--- src/rtl/cpu_types_pkg.sv ---
// Shared types for the cache-to-memory request path: words, RAM status and
// arbiter state encodings.
package cpu_types_pkg;

  typedef logic [31:0] word_t;

  typedef enum logic [1:0] {
    FREE   = 2'b00,
    BUSY   = 2'b01,
    ACCESS = 2'b10,
    ERROR  = 2'b11
  } ramstate_t;

  typedef enum logic [1:0] {
    StIdle,
    StDgrant,
    StIgrant,
    StError
  } arb_state_t;

  localparam int unsigned TimeoutWidth = 8;

endpackage

--- src/rtl/arb_timeout_counter.sv ---
// Per-grant watchdog: counts cycles a granted access spends waiting on the RAM
// and flags when the allowed budget is used up.
module arb_timeout_counter
  import cpu_types_pkg::*;
#(
  parameter int unsigned Limit = 64
) (
  input  logic CLK,
  input  logic RST,
  input  logic clear,
  input  logic enable,
  output logic expired
);

  logic [TimeoutWidth-1:0] cnt_q, cnt_d;

  always_comb begin
    cnt_d = cnt_q;
    if (clear) begin
      cnt_d = '0;
    end else if (enable) begin
      cnt_d = cnt_q + TimeoutWidth'(1);
    end
  end

  always_ff @(posedge CLK) begin
    if (RST) begin
      cnt_q <= '0;
    end else begin
      cnt_q <= cnt_d;
    end
  end

  assign expired = (cnt_q == TimeoutWidth'(Limit - 1));

endmodule

--- src/rtl/mem_arbiter.sv ---
// Memory-side responder: arbitrates instruction and data requests onto one RAM
// port with data priority, non-preemptive grants and a sticky timeout error.
module mem_arbiter
  import cpu_types_pkg::*;
#(
  parameter int unsigned TIMEOUT_CYCLES = 64
) (
  input  logic        CLK,
  input  logic        RST,
  input  logic        iREN,
  input  logic        dREN,
  input  logic        dWEN,
  input  logic [31:0] iaddr,
  input  logic [31:0] daddr,
  input  logic [31:0] dstore,
  output logic        iwait,
  output logic        dwait,
  output logic [31:0] iload,
  output logic [31:0] dload,
  output logic        ramREN,
  output logic        ramWEN,
  output logic [31:0] ramaddr,
  output logic [31:0] ramstore,
  input  logic [31:0] ramload,
  input  logic [1:0]  ramstate,
  output logic        arb_err
);

  arb_state_t state_q, state_d;
  ramstate_t  rs;
  logic       dreq;
  logic       cnt_clear;
  logic       cnt_en;
  logic       expired;

  assign rs   = ramstate_t'(ramstate);
  assign dreq = dREN | dWEN;

  always_comb begin
    state_d  = state_q;
    iwait    = iREN;
    dwait    = dreq;
    iload    = '0;
    dload    = '0;
    ramREN   = 1'b0;
    ramWEN   = 1'b0;
    ramaddr  = '0;
    ramstore = '0;
    arb_err  = 1'b0;
    cnt_en   = 1'b0;

    unique case (state_q)
      StIdle: begin
        if (dreq) begin
          state_d = StDgrant;
        end else if (iREN) begin
          state_d = StIgrant;
        end
      end

      StDgrant: begin
        ramaddr  = daddr;
        ramstore = dstore;
        // A simultaneous read and write is resolved as a write.
        ramREN   = dREN & ~dWEN;
        ramWEN   = dWEN;
        if (!dreq) begin
          state_d = StIdle;
        end else if (rs == ACCESS) begin
          dwait   = 1'b0;
          dload   = ramload;
          state_d = StIdle;
        end else begin
          cnt_en = 1'b1;
          if (rs == ERROR || expired) begin
            state_d = StError;
          end
        end
      end

      StIgrant: begin
        ramaddr = iaddr;
        ramREN  = iREN;
        if (!iREN) begin
          state_d = StIdle;
        end else if (rs == ACCESS) begin
          iwait   = 1'b0;
          iload   = ramload;
          state_d = StIdle;
        end else begin
          cnt_en = 1'b1;
          if (rs == ERROR || expired) begin
            state_d = StError;
          end
        end
      end

      StError: begin
        arb_err = 1'b1;
      end

      default: begin
        state_d = StIdle;
      end
    endcase
  end

  // The watchdog restarts for every grant, so each access gets the full budget.
  assign cnt_clear = (state_q == StIdle) || (state_d != state_q);

  arb_timeout_counter #(
    .Limit(TIMEOUT_CYCLES)
  ) u_timeout (
    .CLK    (CLK),
    .RST    (RST),
    .clear  (cnt_clear),
    .enable (cnt_en),
    .expired(expired)
  );

  always_ff @(posedge CLK) begin
    if (RST) begin
      state_q <= StIdle;
    end else begin
      state_q <= state_d;
    end
  end

endmodule

--- config.mk ---
export PLATFORM = sky130hd
export DESIGN_NAME = mem_arbiter
export DESIGN_NICKNAME = d
export VERILOG_FILES = /design/src/rtl/cpu_types_pkg.sv /design/src/rtl/arb_timeout_counter.sv /design/src/rtl/mem_arbiter.sv
export SDC_FILE = /design/constraint.sdc
export NUM_CORES = 1
export LEC_CHECK = 0
export CORE_AREA = 2 2 104 106
export CTS_CLUSTER_DIAMETER = 50
export DETAILED_ROUTE_END_ITERATION = 7
export DIE_AREA = 0 0 106 108
export PLACE_DENSITY = 0.67
export SLEW_MARGIN = 15
export SYNTH_ARGS = -nofsm -noshare
export SYNTH_HDL_FRONTEND = slang
export SYNTH_SLANG_ARGS = --single-unit
export TNS_END_PERCENT = 100
--- constraint.sdc ---
create_clock -name CLK -period 2.3 [get_ports CLK]
set_input_delay 0.69 -clock CLK [delete_from_list [all_inputs] [get_ports CLK]]
set_output_delay 0.69 -clock CLK [all_outputs]
set_load 0.01 [all_outputs]
Word level (Yosys, flattened, before mapping):

Index checks and enable logic that the tools add are counted.

* register bits after elaboration: 10
* bits of input ports: 135
* output and inout bits: 133

* add/subtract/negate cells: 1
* equal/unequal tests: 7
* mux-type cells: 23
* bitwise operators: 3
* reductions and logical operators: 4

Operators with widths (count)
* 32-bit two-way mux: 6
* 32-bit case mux with 2 select lines: 1
* 2-bit two-way mux: 6
* 8-bit by 1-bit adder with 8-bit output, second input constant: 1
* 2-bit equality test, second input constant: 4
* 8-bit by 6-bit equality test with 1-bit output, second input constant: 1
* 1-bit two-way mux: 7
* 2-bit case mux with 3 select lines: 1
* 1-bit case mux with 2 select lines: 2
* 2-bit by 1-bit equality test with 1-bit output, second input constant: 1
* 2-bit zero test: 1
* 1-bit logical OR: 2
* 2-bit != test: 1
* 2-bit OR reduction: 1
* 1-bit AND: 1
* 1-bit inverter: 1
* 1-bit OR: 1

Longest topological paths before layout:

Gate-level depths: netlist (run 1).

* depth after elaboration: 9
* mapped depth: 7

Hierarchy:

A second synthesis (run 1) with hierarchy kept.

* cell total of the unflattened synthesis: 261
* area, all modules: 1750.4 µm²

By module, submodules not included
* mem_arbiter: instances 1, cells each 221, area each 1397.6 µm², seq. area each 40.0 µm²
* arb_timeout_counter: instances 1, cells each 40, area each 352.8 µm², seq. area each 160.2 µm²

Worst setup path before layout (run 1):

OpenSTA, ideal clock, no wires.

* path type: input-to-output
* start: input ramstate[1]
* end: output dload[10]
* data arrival time: 1.575 ns
* slack: 0.035 ns
* stages on the path: 6
* path buffers: 2
* path through: nor2b_1 buf_6 nand2_1 nor2_1 clkbuf_1 and2_1

* longest elaborated chain between the ends: 4

Ends and longest elaborated chain
* start, declared: line mem_arbiter.sv:25 `input logic [1:0] ramstate,`
* 2-bit equality test: line mem_arbiter.sv:69 `end else if (rs == ACCESS) begin`
* 32-bit two-way mux: line mem_arbiter.sv:69
* 32-bit two-way mux: line mem_arbiter.sv:67 `if (!dreq) begin`
* 32-bit two-way mux: line mem_arbiter.sv:52 `unique case (state_q)`
* end, declared: line mem_arbiter.sv:19 `output logic [31:0] dload,`

Every way passes these cells.

Worst setup path in the final report (run 1):

* start: input ramstate[1]
* end: output iload[3]

* longest elaborated chain between the ends: 4

Ends and longest elaborated chain
* 2-bit equality test: line mem_arbiter.sv:86 `end else if (rs == ACCESS) begin`
* 32-bit two-way mux: line mem_arbiter.sv:86
* 32-bit two-way mux: line mem_arbiter.sv:84 `if (!iREN) begin`
* 32-bit two-way mux: line mem_arbiter.sv:52
* end, declared: line mem_arbiter.sv:18 `output logic [31:0] iload,`

Every way passes these cells.

==> results.cfg, run 1 <==
[outcome]
status = finished with violations
violations = setup timing

[yosys]
synth.mux.area_fraction = 0.00575
synthArstFlopShare = 0
synth_top_family_by_area = simple AND/OR/NAND/NOR gates
synth_warnings = 0
synth_area_leaders = and2_1 35%, a22oi_1 14%, dfxtp_1 11%
synthCells = 264
synth_edf_count = 0
synth_ff_type = dfxtp_1
syn-num-nets = 404
synth_area_leader_cell = and2_1
synth-xor-area-share = 0.0151
ys_seq_area_frac = 0.115
synth_top_area_share = 0.348
synthAdderAreaFrac = 0.0359
yosys_register_bits = 10
synth_area_per_cell_um2 = 6.60
synth.cell_area_um2 = 1740
synth_compound_area_frac = 0.256
synth.distinct_cells = 39
synth-simple-area-share = 0.506

[timing]
fmaxAchievable_mhz = 417
clock_skew_ns = 0.00207
rsz0062_at_grt = yes
setup_violations = 56
period_share = 1.04
slew_viol_final = 0
period_minus_slack_ns = 2.40
finalHoldWorstSlack_ns = 0.499
hold_viol = 0
relSlewSlack = 0.681
worst_pin_slew_ns = 0.467
fin_ws_ns = -0.0954

[route]
dr.pass1.iters = 4
ant_nets = 0
drt_drc_violations_left = 0
vias_per_cell = 4.45
wl_per_cell_um = 17.9
drt_iter0_markers = 153
via_count = 3087
routed_wl_um = 12400

[clock_tree]
cts_max_level = 1
cts_tree = done
clock_latency_ns = 0.24
root_buffer = clkbuf_8
cts.clk_slew.worst_paths_ns = 0.05
cts_hold_buf = 0
clk_path_buf_depth = 2
numCtsBuffers = 3
cts_sinks = 10

[global_route]
grt_pass1_vias = 3044
grt_max_degree = 38
grt_overflow = 0
grt_pass1_wl_um = 17600
antenna_found_initial = 0
grt_usage = 0.194

[worst_hold_path]
hp-class = reg -> reg

[finish]
regArea_um2 = 205
multi_input_area_um2 = 1700
final_area_um2 = 5280
final_nets = 699
nFillCells = 997
finalNonFillerCells = 694
drive_gt1_frac = 0.428
diodes = 0
synthToLayoutAreaGrowth_pct = 203

[pwr]
power_density_nw_per_um2 = 334
irDropWorstVdd_v = 0.000346
total_leakage_power_nw = 2.39

[floorplan]
rows = 37
die_y_um = 108
io_pins = 268
start_util = 0.170
die_w_um = 106
core_area_um2 = 10200
dieArea_um2 = 11400

[worst_setup_path]
start_kind = input pin
critPathBufInv = 5
cpMostUsedCell = buf_6
critPathKind = in -> out
slowest_delay_ns = 0.15
path_cells = buf_6 -> nor2b_4 -> buf_6 -> and3_4 -> buf_12 -> buf_16 -> and2_4 -> buf_6
cp.arrival_ns = 1.71
path_delay_family = buffers and inverters
cp_max_fo = 8
worstPathRequired_ns = 1.61
critical_path.endpoint_type = primary output
cp_slowest_cell = and3_4

[job]
drv_cap = 0

[placement]
placed_cell_area_um2 = 4790
pre_cts_slack_ns = -0.928
portBuffers = 267
placed_cells = 673
hpwl_um = 9060
globalplace.congestion = 0.871
## layout make-up
| type | count | share of cell area |
|---|---|---|
| Timing Repair Buffer | 312 | 0.594 |
| Multi-Input combinational cell | 227 | 0.321 |
| Sequential cell | 10 | 0.0388 |
| Tap cell | 136 | 0.0322 |
| Clock buffer | 4 | 0.0104 |
| Inverter | 5 | 0.00355 |
## worst min-delay path: stages, from the launching register on
cell,delay (ns)
dfxtp_1,0.33
o31ai_1,0.07
a21oi_1,0.06
## final timing paths
check | start | to | slack (ns) | depth (start not counted)
worst max-delay path | ramstate[1] | iload[3] | -0.1 | 8
worst min-delay path | u_timeout.cnt_q[3]$_SDFFE_PP0P_ | u_timeout.cnt_q[3]$_SDFFE_PP0P_ | 0.50 | 2
worst max register to register | state_q[0]$_SDFF_PP0_ | u_timeout.cnt_q[7]$_SDFFE_PP0P_ | 0.20 | 8
worst min register to register | u_timeout.cnt_q[3]$_SDFFE_PP0P_ | u_timeout.cnt_q[3]$_SDFFE_PP0P_ | 0.50 | 2
## cell usage after synthesis (all sizes together) (2+ instances only)
cell    number
and2        97
nor2        40
a22oi       32
clkbuf      19
dfxtp       10
a21oi        8
nand2        8
ha           5
inv          5
o31ai        4
buf          3
or3          3
or4          3
a211oi       2
a31oi        2
nor2b        2
o21ai        2
xnor2        2
## flip-flops by register name, summed over array words and instances (netlist names)
| name | flops |
|---|---|
| u_timeout.cnt_q | 8 |
| state_q | 2 |
## power by group
| group | internal [mW] | switching (mW) | total [mW] |
|---|---|---|---|
| Sequential | 0.183 | 0.00782 | 0.190 |
| Combinational | 0.766 | 0.586 | 1.35 |
| Clock | 0.151 | 0.0698 | 0.220 |
| Total | 1.10 | 0.664 | 1.76 |
## cell usage in the layout (no fill, tap or decap), drive strengths merged, types with 2 or more instances in the layout
master         count
a211oi             2
a21oi              8
a22oi             32
a31oi              2
and2              97
buf              132
clkbuf            14
clkdlybuf4s15      8
clkdlybuf4s50    129
dfxtp             10
dlygate4sd2       32
ha                 5
inv                5
nand2              8
nor2              40
nor2b              2
o21ai              2
o31ai              4
or3                3
or4                3
xnor2              2
## metrics by stage
step	TNS (ns)	utilization	total power, mW
after floorplan	0	-	0.651
after global placement	-72.54	0.468	1.43
after detailed placement	-75.65	0.468	1.44
after CTS	-6.73	0.516	1.77
after global routing	-6.11	0.516	1.86
final	-2.98	0.516	1.76
## routing by layer
layer  up-vias  global-route usage  routed length (µm)  part of all wire
li1       1491                   -                   -                 -
met3        10              0.0410                 974             0.078
met5         -                   0                   0                 0
met1      1451               0.238                4710              0.38
met2       135               0.365                6630              0.53
met4         0              0.0141                  96            0.0077
## cells by family (layout without fill, tap and decap cells)
logic type | after synthesis | after routing
DFF | 10 | 10
buffers and inverters | 27 | 321
muxes | 1 | 1
adders and majority gates | 5 | 5
AOI/OAI and AO/OA | 60 | 60
and+or+nand+nor | 158 | 158
xor gates and xnor gates | 3 | 3
## timing repair
item | in CTS | in global routing
buffers inserted | 12 | 2
pin swaps | 58 | 7
endpoints found under the setup margin | 135 | 87
resized for setup | 552 | 60
endpoints found under the hold margin | 0 | 0
gates cloned | 8 | 0
Note: power is estimated with default switching activity, not from simulation.
==> run 2: changes to the inputs <==
--- a/config.mk
+++ b/config.mk
@@ -5,11 +5,12 @@
 export SDC_FILE = /design/constraint.sdc
 export NUM_CORES = 1
 export LEC_CHECK = 0
-export CORE_AREA = 2 2 104 106
+export CORE_AREA = 2 2 105 107
+export CTS_BUF_LIST = sky130_fd_sc_hd__clkbuf_4
 export CTS_CLUSTER_DIAMETER = 50
 export DETAILED_ROUTE_END_ITERATION = 7
-export DIE_AREA = 0 0 106 108
-export PLACE_DENSITY = 0.67
+export DIE_AREA = 0 0 107 109
+export PLACE_DENSITY = 0.66
 export SLEW_MARGIN = 15
 export SYNTH_ARGS = -nofsm -noshare
 export SYNTH_HDL_FRONTEND = slang
==> run 2 against run 1 <==
The run still ends with setup timing left; die area rose by 1.9%; hold slack gained 0.0093 ns; flip-flop and latch count unchanged; combinational power is essentially flat; maximum frequency grew 2.2%; sequential power about the same; highest routed layer unchanged; core utilization down 2.2 points; via count fell by 1.4%; routed wire length fell by 3.1%; design area is 0.71% lower; clock skew grew 0.0052 ns.
==> results.cfg, run 2 (synthesis gave the netlist of run 1 again) <==
[worst_setup_path]
rr_endpoint = u_timeout.cnt_q[7]$_SDFFE_PP0P_
regToRegSetupSlack_ns = 0.25
worstPathRequired_ns = 1.61
critPathKind = in -> out
slowest_delay_ns = 0.25
path_cells = buf_8 -> nor2b_4 -> and3_4 -> buf_12 -> buf_16 -> and2_4 -> buf_6
cp_slowest_cell = and3_4
cp_max_fo = 8
ff2ff_path_depth = 8
cp.arrival_ns = 1.65
start_kind = input pin
regToRegStartpoint = state_q[0]$_SDFF_PP0_
critical_path.endpoint_type = primary output

[finish]
drive_gt1_frac = 0.451
largest_register_ff_count = 8
final_nets = 695
final_cell_mix = 129 x clkdlybuf4s50_1, 69 x buf_6, 60 x and2_4
final_core_util = 0.495
reg_top3 = u_timeout.cnt_q: 8 flops, state_q: 2 flops
nFillCells = 1021
mostFrequentLayoutCell = clkdlybuf4s50_1
synthToLayoutAreaGrowth_pct = 201
multi_input_area_um2 = 1740
regArea_um2 = 208
diodes = 0
top_register = u_timeout.cnt_q

[clock_tree]
clk_path_buf_depth = 2
cts.clk_slew.worst_paths_ns = 0.07
clock_latency_ns = 0.27
cts_max_level = 1
numCtsBuffers = 3
cts_tree = done
cts_sinks = 10
root_buffer = clkbuf_4

[worst_hold_path]
hp-start = u_timeout.cnt_q[3]$_SDFFE_PP0P_
hold_end = u_timeout.cnt_q[3]$_SDFFE_PP0P_
hp-class = reg -> reg
whs_path_depth = 2

[route]
routed_wl_um = 12000
drt_drc_violations_left = 0
ant_nets = 0
drt_iter0_markers = 181
dr.pass1.iters = 4
vias_per_cell = 4.39
via_count = 3045
wl_per_cell_um = 17.3

[timing]
fmaxAchievable_mhz = 427
slew_viol_final = 0
setup_violations = 23
period_minus_slack_ns = 2.34
fin_ws_ns = -0.0431
rsz0062_at_grt = yes
hold_viol = 0
period_share = 1.02
worst_pin_slew_ns = 0.411
relSlewSlack = 0.724
clock_skew_ns = 0.00728

[floorplan]
io_pins = 268
dieArea_um2 = 11700
start_util = 0.164
rows = 38
die_w_um = 107
die_y_um = 109
core_area_um2 = 10600

[global_route]
grt_pass1_wl_um = 17000
antenna_found_initial = 0
grt_pass1_vias = 2923
grt_max_degree = 26
grt_overflow = 0
grt_usage = 0.184

[pwr]
p_total_mw = 1.70
power_density_nw_per_um2 = 324
irDropWorstVdd_v = 0.000310
total_leakage_power_nw = 2.34

[outcome]
status = finished with violations
violations = setup timing

[job]
drv_cap = 0

[placement]
portBuffers = 267
hpwl_um = 8720
globalplace.congestion = 0.771
==> run 2: stage by stage <==
stage               instance area, µm²  hold WS (ns)  setup slack (ns)  TNS, ns  std cells
floorplan                         1740         0.460            0.0346        0        264
global placement                  4750         0.477            -0.957   -74.22        673
detailed placement                4750         0.491            -0.961   -74.54        673
CTS                               5060         0.510            -0.166    -2.74        694
global route                      5250         0.540           -0.0870    -3.10        694
finish                            5250         0.508           -0.0431   -0.581        694
==> run 2: cell type report <==
cell class	count	share of cell area
clock buffers	3	0.00429
clock inverters	1	0.000715
inverters	5	0.00453
multi-input cells	227	0.332
flip-flops and latches	10	0.0396
well taps	140	0.0334
repair buffers	308	0.586
==> run 2: timing repair <==
action / 4_1_cts / 5_1_grt
hold buffers: 0 / 0
setup endpoints to repair: 134 / 88
pin swaps: 58 / 6
cloned: 8 / 1
setup buffers: 9 / 3
hold endpoints to repair: 0 / 0
gates resized for setup: 583 / 72
==> run 2: worst max path at each step <==
stage	start	endpoint	slack, ns	depth (start not counted)
detailed placement	ramstate[1]	dload[7]	-0.96	7
finish	ramstate[0]	iload[5]	-0.04	7
CTS	state_q[1]$_SDFF_PP0_	iload[19]	-0.17	8
global placement	ramstate[1]	dload[7]	-0.96	7
global route	ramstate[0]	dload[7]	-0.09	8
floorplan	ramstate[1]	dload[10]	0.03	6
==> run 2: power by group <==
part / internal [mW] / switching [mW] / total, mW
clock network: 0.0629 / 0.0662 / 0.129
logic: 0.794 / 0.585 / 1.38
registers: 0.182 / 0.0112 / 0.193
total: 1.04 / 0.662 / 1.70
==> run 2: critical path: cells and delay by family <==
family / cells / cell delay, ns
buffers and inverters: 4 / 0.44
and+or+nand+nor: 3 / 0.52
==> run 2: layer usage <==
metal	part of all wire	up-vias	track usage	wire length [µm]
met4	0.013	0	0.0380	162
met1	0.39	1418	0.230	4700
met2	0.53	126	0.334	6400
met5	0	-	0	0
met3	0.063	14	0.0281	761
li1	-	1487	-	-
==> run 3: changes to the inputs <==
--- a/config.mk
+++ b/config.mk
@@ -10,6 +10,7 @@
 export CTS_CLUSTER_DIAMETER = 50
 export DETAILED_ROUTE_END_ITERATION = 7
 export DIE_AREA = 0 0 107 109
+export HOLD_SLACK_MARGIN = 0.15
 export PLACE_DENSITY = 0.66
 export SLEW_MARGIN = 15
 export SYNTH_ARGS = -nofsm -noshare
==> results of run 3 <==
Same layout as run 2: the final DEF is identical, and so are final timing and power.
